**config.mk**
```make
export PLATFORM = sky130hd
export DESIGN_NAME = button_events
export DESIGN_NICKNAME = d
export VERILOG_FILES = /design/src/rtl/button_events.sv
export SDC_FILE = /design/constraint.sdc
export NUM_CORES = 1
export LEC_CHECK = 0
export CAP_MARGIN = 20
export CORE_MARGIN = 2
export CORE_UTILIZATION = 45
export CTS_CLUSTER_SIZE = 25
export DETAILED_ROUTE_END_ITERATION = 8
export HOLD_SLACK_MARGIN = 0.03
export SLEW_MARGIN = 20
export SYNTH_ARGS = -nofsm -noshare
export SYNTH_HDL_FRONTEND = slang
export SYNTH_SLANG_ARGS = --single-unit
```
**constraint.sdc**
```tcl
create_clock -name SYSCLK -period 7.3 [get_ports SYSCLK]
set_input_delay 1.46 -clock SYSCLK [delete_from_list [all_inputs] [get_ports SYSCLK]]
set_output_delay 1.46 -clock SYSCLK [all_outputs]
set_load 0.01 [all_outputs]
```
**src/rtl/button_events.sv**
```systemverilog
// button_events: turns successive button frames into press/release/repeat events
// queued in a first-word-fall-through FIFO. Auto-repeat is built only when BUTTON_REPEAT_EN is defined.
module button_events #(
  parameter int BUTTONS      = 8,
  parameter int DEPTH        = 8,
  parameter int REPEAT_DELAY = 20,
  parameter int REPEAT_RATE  = 5
) (
  input  logic                         SYSCLK,
  input  logic                         NSYSRESET,
  input  logic                         ready,
  input  logic [BUTTONS-1:0]           buttonData,
  output logic [BUTTONS-1:0]           state,
  output logic                         evt_valid,
  output logic [2+$clog2(BUTTONS)-1:0] evt_data,
  input  logic                         evt_ready,
  output logic                         overflow,
  input  logic                         clr_overflow
);

  localparam int IW = $clog2(BUTTONS);
  localparam int EW = 2 + IW;
  localparam int AW = $clog2(DEPTH);
  localparam logic [1:0]    KIND_REPEAT = 2'b11;
  localparam logic [IW-1:0] LAST_IDX    = IW'(BUTTONS - 1);

  typedef enum logic {IDLE, SCAN} fsm_t;

  fsm_t               r_fsm;
  fsm_t               w_fsm_next;
  logic [IW-1:0]      r_idx;
  logic [IW-1:0]      w_idx_next;
  logic               w_load;

  logic [BUTTONS-1:0] r_cur;
  logic [BUTTONS-1:0] r_prev;
  logic [BUTTONS-1:0] r_state;
  logic [BUTTONS-1:0] r_pend_data;
  logic               r_pend_valid;

  logic               w_frame_avail;
  logic [BUTTONS-1:0] w_frame;
  logic               w_last;
  logic               w_rep_due;

  logic [BUTTONS-1:0] w_btn_push;
  logic [1:0]         w_btn_kind [BUTTONS];
  logic               w_push;
  logic [EW-1:0]      w_push_data;

  logic [EW-1:0]      r_mem [DEPTH];
  logic [AW:0]        r_wptr;
  logic [AW:0]        r_rptr;
  logic               w_empty;
  logic               w_full;
  logic               w_pop;
  logic               w_wr;
  logic               w_drop;
  logic               r_overflow;

  // A frame arriving in the same cycle as the pending one is newer, so it wins.
  assign w_frame_avail = ready | r_pend_valid;
  assign w_frame       = ready ? buttonData : r_pend_data;
  assign w_last        = (r_idx == LAST_IDX);

  always_ff @(posedge SYSCLK or negedge NSYSRESET) begin
    if (!NSYSRESET) begin
      r_fsm <= IDLE;
      r_idx <= '0;
    end else begin
      r_fsm <= w_fsm_next;
      r_idx <= w_idx_next;
    end
  end

  always_comb begin
    w_fsm_next = r_fsm;
    w_idx_next = r_idx;
    w_load     = 1'b0;
    case (r_fsm)
      IDLE: begin
        if (w_frame_avail) begin
          w_load     = 1'b1;
          w_fsm_next = SCAN;
          w_idx_next = '0;
        end
      end
      SCAN: begin
        if (w_last) begin
          w_idx_next = '0;
          if (w_frame_avail) begin
            w_load = 1'b1;
          end else begin
            w_fsm_next = IDLE;
          end
        end else begin
          w_idx_next = r_idx + 1'b1;
        end
      end
      default: w_fsm_next = IDLE;
    endcase
  end

  always_ff @(posedge SYSCLK or negedge NSYSRESET) begin
    if (!NSYSRESET) begin
      r_cur        <= '0;
      r_prev       <= '0;
      r_state      <= '0;
      r_pend_data  <= '0;
      r_pend_valid <= 1'b0;
    end else if (w_load) begin
      r_cur        <= w_frame;
      r_prev       <= r_state;
      r_state      <= w_frame;
      r_pend_valid <= 1'b0;
    end else if (ready) begin
      r_pend_valid <= 1'b1;
      r_pend_data  <= buttonData;
    end
  end

`ifdef BUTTON_REPEAT_EN
  logic [7:0] r_rep_cnt;
  logic [7:0] w_rep_cnt_inc;
  logic       r_rep_due;

  // The due flag is decided when a frame is accepted and holds for its whole scan.
  assign w_rep_cnt_inc = ((w_frame != r_state) || (w_frame == '0)) ? 8'd0 : r_rep_cnt + 8'd1;

  always_ff @(posedge SYSCLK or negedge NSYSRESET) begin
    if (!NSYSRESET) begin
      r_rep_cnt <= 8'd0;
      r_rep_due <= 1'b0;
    end else if (w_load) begin
      if (w_rep_cnt_inc == 8'(REPEAT_DELAY)) begin
        r_rep_due <= 1'b1;
        r_rep_cnt <= 8'(REPEAT_DELAY - REPEAT_RATE);
      end else begin
        r_rep_due <= 1'b0;
        r_rep_cnt <= w_rep_cnt_inc;
      end
    end
  end

  assign w_rep_due = r_rep_due;
`else
  assign w_rep_due = 1'b0;
`endif

  // Per-button event candidate; a change takes precedence over a repeat.
  generate
    for (genvar gi = 0; gi < BUTTONS; gi++) begin : g_btn
      assign w_btn_push[gi] = (r_cur[gi] ^ r_prev[gi]) | (w_rep_due & r_cur[gi]);
      assign w_btn_kind[gi] = (r_cur[gi] ^ r_prev[gi]) ? {1'b0, r_cur[gi]} : KIND_REPEAT;
    end
  endgenerate

  always_comb begin
    w_push      = 1'b0;
    w_push_data = '0;
    if (r_fsm == SCAN) begin
      w_push      = w_btn_push[r_idx];
      w_push_data = {w_btn_kind[r_idx], r_idx};
    end
  end

  assign w_empty = (r_wptr == r_rptr);
  assign w_full  = (r_wptr[AW] != r_rptr[AW]) && (r_wptr[AW-1:0] == r_rptr[AW-1:0]);
  assign w_pop   = !w_empty && evt_ready;
  // A pop in the same cycle frees the slot, so a push into a full FIFO still lands.
  assign w_wr    = w_push && (!w_full || w_pop);
  assign w_drop  = w_push && w_full && !w_pop;

  always_ff @(posedge SYSCLK) begin
    if (w_wr) begin
      r_mem[r_wptr[AW-1:0]] <= w_push_data;
    end
  end

  always_ff @(posedge SYSCLK or negedge NSYSRESET) begin
    if (!NSYSRESET) begin
      r_wptr     <= '0;
      r_rptr     <= '0;
      r_overflow <= 1'b0;
    end else begin
      if (w_wr) begin
        r_wptr <= r_wptr + 1'b1;
      end
      if (w_pop) begin
        r_rptr <= r_rptr + 1'b1;
      end
      if (w_drop) begin
        r_overflow <= 1'b1;
      end else if (clr_overflow) begin
        r_overflow <= 1'b0;
      end
    end
  end

  assign state     = r_state;
  assign evt_valid = !w_empty;
  assign evt_data  = w_empty ? '0 : r_mem[r_rptr[AW-1:0]];
  assign overflow  = r_overflow;

endmodule

```
==> summary.md, run 1 <==
| Metric | Value |
|---|---|
| Vias | `1,934` |
| Post_cts resized | `0` |
| Final wirelength | `6180 um` |
| First-pass GRT wire length | `10,500 um` |
| Post-synth top area share | `33.7%` |
| N_diodes | `0` |
| Final critical-path share of the clock period | `54.7%` |
| Vias in the first global route | `2,046` |
| Area after DPL | `0.00390 mm^2` |
| Register area share after synthesis | `60.5%` |
| CP Capture Type | `output pin` |
| Min-Delay Path Class | `reg2reg` |
| DIE WIDTH | `92.9 um` |
| Total power | `2.00 mW` |
| CP startpoint kind | `flip-flop` |
| CTS max path bufs | `2` |
| Yosys reg bits | `78` |
| Critical path required time | `5.84 ns` |
| Worst slack at placement | `3.49 ns` |
| # port buffers | `27` |
| Post-synth EDFFs | `40` |
| Mapped Cells | `236` |
| Worst slew pin tran | `1.02 ns` |
| Clock Latency Late Sink | `0.35 ns` |
| Top routing layer used | `met4` |
| Core Area | `0.00769 mm^2` |
| Synth area leaders | `edfxtp_1 (34%), dfrtp_1 (27%), mux4_2 (7.6%)` |
| Status | `completed` |
| CTS HTree Levels | `3` |
| Peak VDD IR | `215 uV` |
| First-pass detailed-route iteration total | `6` |
| Fin Setup TNS | `0 ns` |
| DR iter-0 viols | `98` |
| Largest net degree at the start of global routing | `39` |
| Top post-synthesis cells by count | `edfxtp_1 (40), dfrtp_1 (38), mux2_2 (18), nor2_1 (18), mux2i_1 (14)` |
| Critical-path cell list | `mux4_2 > mux2i_1 > nor2_1 > clkdlybuf4s50_1` |
| Clock skew | `0.00930 ns` |
| Final setup fails | `0` |
| Leakage power | `1.58 nW` |
| Post-DR vias/cell | `5.20` |
| Yosys Warn Count | `0` |
| Synth area leader | `edfxtp_1` |
| Main flop type after synthesis | `edfxtp_1` |
| Util after Layout | `53.7%` |
| Fmax | `251 MHz` |
| Power per Cell Area | `485 mW/mm^2` |
| Antenna violations before repair | `0` |
| Critical path class | `reg2out` |
| CP top delay family | `flip-flops` |
| CTS buffer count | `9` |
| Met2 routed WL | `3140 um` |
| Ys async rst share | `48.7%` |
| Placer Congestion | `0.669` |
| Synth unique cells | `35` |
| Share of cells above drive strength 1 | `21.9%` |
| Final setup margin | `3.31 ns` |
| Met3 wire len | `208 um` |
| CP Max Fanout | `14` |
| DP Wirelength | `4210 um` |
| Min Tclk post-route | `3.99 ns` |
| Arr. time, crit path | `2.53 ns` |
| Syn_area_per_cell | `15.1 um^2` |
| CP Buf/Inv Count | `1` |
| Clk slew on worst S/H paths | `0.09 ns` |
| Cell area after layout | `0.00413 mm^2` |
| Hold bufs inserted after CTS | `0` |
| RSZ-0062 raised after global routing | `no` |
| Initial Utilization | `46.3%` |
| Net count after synthesis | `261` |
| Slew HR | `31.5%` |
| Setup bufs post-CTS | `0` |
| Mapped Area | `0.00356 mm^2` |
| FP Rows | `32` |
| M1 WL | `2730 um` |
| Final Hold Fails | `0` |
| Crit-path max cell delay | `0.86 ns` |
| Max-cap viol count | `0` |
| Final Max Slew Viols | `0` |
| CTS tree | `done` |
| Drc violations | `0` |
| Count leader, synth | `edfxtp_1` |
| Area grow syn2layout | `16.0%` |
| Remaining Overflow, GRT | `0` |
| CP max-delay cell | `dfrtp_1` |
| Die area | `0.00864 mm^2` |
| Ports | `28` |
| CTS root buffer | `clkbuf_8` |
| Antenna Nets Post-Route | `0` |
| CTS sink cnt | `78` |
| Routed length per instance | `16.6 um` |
| Gr usage total | `16.2%` |
| Die height | `92.9 um` |
| NumNets Final | `290` |
## registers in the layout (all words and copies together), names as in the netlist
name / count
r_mem: 40
r_pend_data: 8
r_prev: 8
state: 8
r_rptr: 4
r_wptr: 4
r_idx: 3
overflow: 1
r_fsm: 1
r_pend_valid: 1
## per-stage QoR
step	std cells	hold slack, ns
2_1_floorplan	236	0.462
3_3_place_gp	355	0.478
3_5_place_dp	355	0.482
4_1_cts	371	0.497
5_1_grt	372	0.507
6_report	372	0.495
## metal layers
layer  GRT usage [%]  vias up
li1                -      926
met1            20.2      966
met2            27.0       34
met3            4.07        8
met4            6.62        0
met5               0        -
## final cells by class
type	instances	area [um^2]
clock buffer	9	124
fill	670	3560
sequential	78	2150
inverter	12	45.0
tap	102	128
clock inverter	7	96.3
multi-input combinational	135	1310
timing repair buffer	29	278
## final timing paths
check / startpoint / to / slack (ns) / cells past startpoint
setup reg to reg: state[5] / r_mem[1][3] / 4.21 / 7
setup / recovery: r_rptr[0] / evt_data[3] / 3.31 / 4
max in group asynchronous: NSYSRESET / overflow / 5.49 / 1
hold / removal: r_rptr[3] / r_rptr[3] / 0.49 / 1
hold reg to reg: r_rptr[3] / r_rptr[3] / 0.49 / 1
min in group asynchronous: NSYSRESET / r_rptr[2] / 1.23 / 1
## kinds of logic after synthesis
logic type / after synthesis / share of synthesized area [%]
and+or+nand+nor: 53 / 8.89
xor gates and xnor gates: 10 / 2.46
DFF: 78 / 60.5
AOI/OAI and AO/OA: 14 / 2.85
buffers and inverters: 23 / 3.06
adders and majority gates: 12 / 4.22
muxes: 46 / 18.1
## power breakdown
group / internal (mW) / switching (mW) / total, mW / leakage, nW
Combinational: 0.434 / 0.359 / 0.793 / 0.680
Sequential: 0.685 / 0.168 / 0.853 / 0.795
Clock: 0.194 / 0.164 / 0.357 / 0.104
Total: 1.31 / 0.690 / 2.00 / 1.58
## worst reg2reg max path, cell delays in order (launching register included)
cell     delay (ns)
dfrtp_1        0.41
inv_1          0.07
ha_1           0.30
mux2_4         0.26
nor3b_2        0.19
nor4_2         0.11
or3_1          0.55
nor4_1         0.84
## layout by cell type (no fill, tap or decap), types with 2 or more instances in the layout
cell type        synthesis  routed
nor3_1                   2       2
dfrtp_1                 38      38
mux2i_1                 14      14
xor2_1                   2       2
nand3_1                  5       5
mux4_2                  12      12
nor4_1                   3       2
xnor2_1                  8       8
bufinv_16                0       2
o21ai_0                  2       2
clkbuf_8                 0       9
mux2_2                  18      18
ha_1                    12      12
a21oi_1                  8       8
inv_6                    0       2
clkinvlp_4               0       2
nor3b_2                  2       2
nor2_1                  18      18
nand2_1                  7       7
edfxtp_1                40      40
and2_1                   4       4
clkdlybuf4s50_1          0      26
mux2_4                   2       2
nor4b_2                  3       3
nor2b_1                  2       2
inv_1                   12      12
nor4_2                   1       2
Note: power is estimated with default switching activity, not from simulation.
==> run 2, diff against run 1 <==
==> constraint.sdc (replaced) <==
create_clock -name SYSCLK -period 4.2 [get_ports SYSCLK]
set_input_delay 0.84 -clock SYSCLK [delete_from_list [all_inputs] [get_ports SYSCLK]]
set_output_delay 0.84 -clock SYSCLK [all_outputs]
set_load 0.01 [all_outputs]
==> summary.md, run 2 (same netlist as run 1, synthesis figures left out) <==
| Metric | Value |
|---|---|
| Status | `completed` |
| DP Wirelength | `4290 um` |
| Final critical-path share of the clock period | `79.8%` |
| Max-cap viol count | `0` |
| Hold bufs inserted after CTS | `0` |
| Critical-path cell list | `mux4_2 > mux2i_1 > nor2_1 > clkdlybuf4s50_1` |
| Reg2Reg Setup Slack | `1.14 ns` |
| CTS root buffer | `clkbuf_8` |
| RSZ-0062 raised after global routing | `no` |
| Share of cells above drive strength 1 | `21.9%` |
| Leakage power | `1.58 nW` |
| Critical path required time | `3.36 ns` |
| Core Area | `0.00769 mm^2` |
| Drc violations | `0` |
| Area grow syn2layout | `16.1%` |
| Placed cell count | `356` |
| Min-Delay Endpoint | `r_rptr[3]` |
| Initial Utilization | `46.3%` |
| Commonest cells after routing, fill and taps aside | `edfxtp_1 (40), dfrtp_1 (38), clkdlybuf4s50_1 (26), nor2_1 (18), mux2_2 (18)` |
| Placer Congestion | `0.688` |
| Slew HR | `31.4%` |
| Reg2Reg Depth | `5` |
| DR iter-0 viols | `112` |
| Final Max Slew Viols | `0` |
| NumNets Final | `290` |
| CP max-delay cell | `dfrtp_1` |
| First-pass detailed-route iteration total | `4` |
| Die height | `92.9 um` |
| CP Capture Type | `output pin` |
| Ports | `28` |
| Clock skew | `0.0108 ns` |
| Final wirelength | `6060 um` |
| Final setup fails | `0` |
| Worst slack at placement | `1.03 ns` |
| Min-Delay Path Class | `reg2reg` |
| Vias | `1,894` |
| CTS max path bufs | `2` |
| Fin Setup TNS | `0 ns` |
| CP Max Fanout | `14` |
| Gr usage total | `15.9%` |
| Routed length per instance | `16.3 um` |
| Most common cell after layout, fill and taps aside | `edfxtp_1` |
| Min Tclk post-route | `3.35 ns` |
| CTS sink cnt | `78` |
| CTS buffer count | `9` |
| Max reg flops | `40` |
| DIE WIDTH | `92.9 um` |
| N_diodes | `0` |
| CTS tree | `done` |
| FP Rows | `32` |
| Total power | `3.46 mW` |
| Post-DR vias/cell | `5.09` |
| CTS HTree Levels | `3` |
| Critical path class | `reg2out` |
| Remaining Overflow, GRT | `0` |
| R2r startpoint | `r_idx[0]` |
| HP Start | `r_rptr[3]` |
| Final Hold Fails | `0` |
| Arr. time, crit path | `2.51 ns` |
| Post_cts resized | `0` |
| Antenna Nets Post-Route | `0` |
| Vias in the first global route | `1,968` |
| Peak VDD IR | `356 uV` |
| Min-Delay Path Depth | `1` |
| # port buffers | `27` |
| First-pass GRT wire length | `10,300 um` |
| Worst r2r dst | `r_mem[1][4]` |
| Post-Layout Cell Count | `372` |
| Clk slew on worst S/H paths | `0.09 ns` |
| Fmax | `298 MHz` |
| CP top delay family | `flip-flops` |
| Die area | `0.00864 mm^2` |
| CP startpoint kind | `flip-flop` |
| Crit-path max cell delay | `0.87 ns` |
| CP Buf/Inv Count | `1` |
| Antenna violations before repair | `0` |
| Largest net degree at the start of global routing | `39` |
| Final setup margin | `0.847 ns` |
| Worst slew pin tran | `1.02 ns` |
| Clock Latency Late Sink | `0.34 ns` |
| Power per Cell Area | `837 mW/mm^2` |
| Setup bufs post-CTS | `0` |
-- run 2: changes by cell type in the layout (fill, tap and decap cells not counted) --
cell        change
clkinvlp_4      -1
clkbuf_2        -1
clkinv_4        +2
clkbuf_1        +1
inv_6           -1
buf_4           +1
clkinv_1        -1
-- run 2: area by class of cell --
class	count	area, um^2
tap	102	128
fill	689	3560
clock inverter	6	93.8
timing repair buffer	29	280
sequential	78	2150
inverter	12	45.0
multi-input combinational	135	1310
clock buffer	10	128
-- run 2: how the worst max path moves through the flow --
stage,from,endpoint,slack [ns],cells after the start
after detailed placement,evt_ready,r_mem[1][1],1.03,4
final,r_rptr[0],evt_data[1],0.85,4
after CTS,r_rptr[0],evt_valid,0.79,5
after floorplan,state[4],r_mem[1][0],1.50,8
after global routing,r_rptr[0],evt_valid,0.61,5
after global placement,evt_ready,r_mem[1][1],1.07,4
-- run 2: metrics by stage --
stage / utilization (%) / hold WS [ns] / instance area (um^2)
4_1_cts: 53.7 / 0.495 / 4130
3_5_place_dp: 50.9 / 0.483 / 3910
5_1_grt: 53.7 / 0.515 / 4130
2_1_floorplan: - / 0.462 / 3560
6_report: 53.7 / 0.493 / 4130
3_3_place_gp: 50.9 / 0.477 / 3910
-- run 2: layer usage --
| metal | GRT usage (%) | vias up | routed length, um |
|---|---|---|---|
| met4 | 5.15 | 0 | 88 |
| met3 | 4.23 | 8 | 192 |
| li1 | - | 926 | - |
| met1 | 19.7 | 933 | 2660 |
| met2 | 27.2 | 27 | 3120 |
| met5 | 0 | - | 0 |
-- run 2: worst reg2reg max path, cell delays in order (launching register included) --
cell and delay (ns):
dfrtp_1 0.64, mux2_2 0.40, nor3b_2 0.17, nor4_2 0.10
or3_1 0.55, nor4_1 0.83
-- run 2: power by group --
| part | total, mW | leakage, nW | internal (mW) | switching, mW |
|---|---|---|---|---|
| combinational | 1.36 | 0.681 | 0.748 | 0.616 |
| sequential | 1.48 | 0.795 | 1.19 | 0.286 |
| clock | 0.618 | 0.107 | 0.339 | 0.278 |
| total | 3.46 | 1.58 | 2.28 | 1.18 |
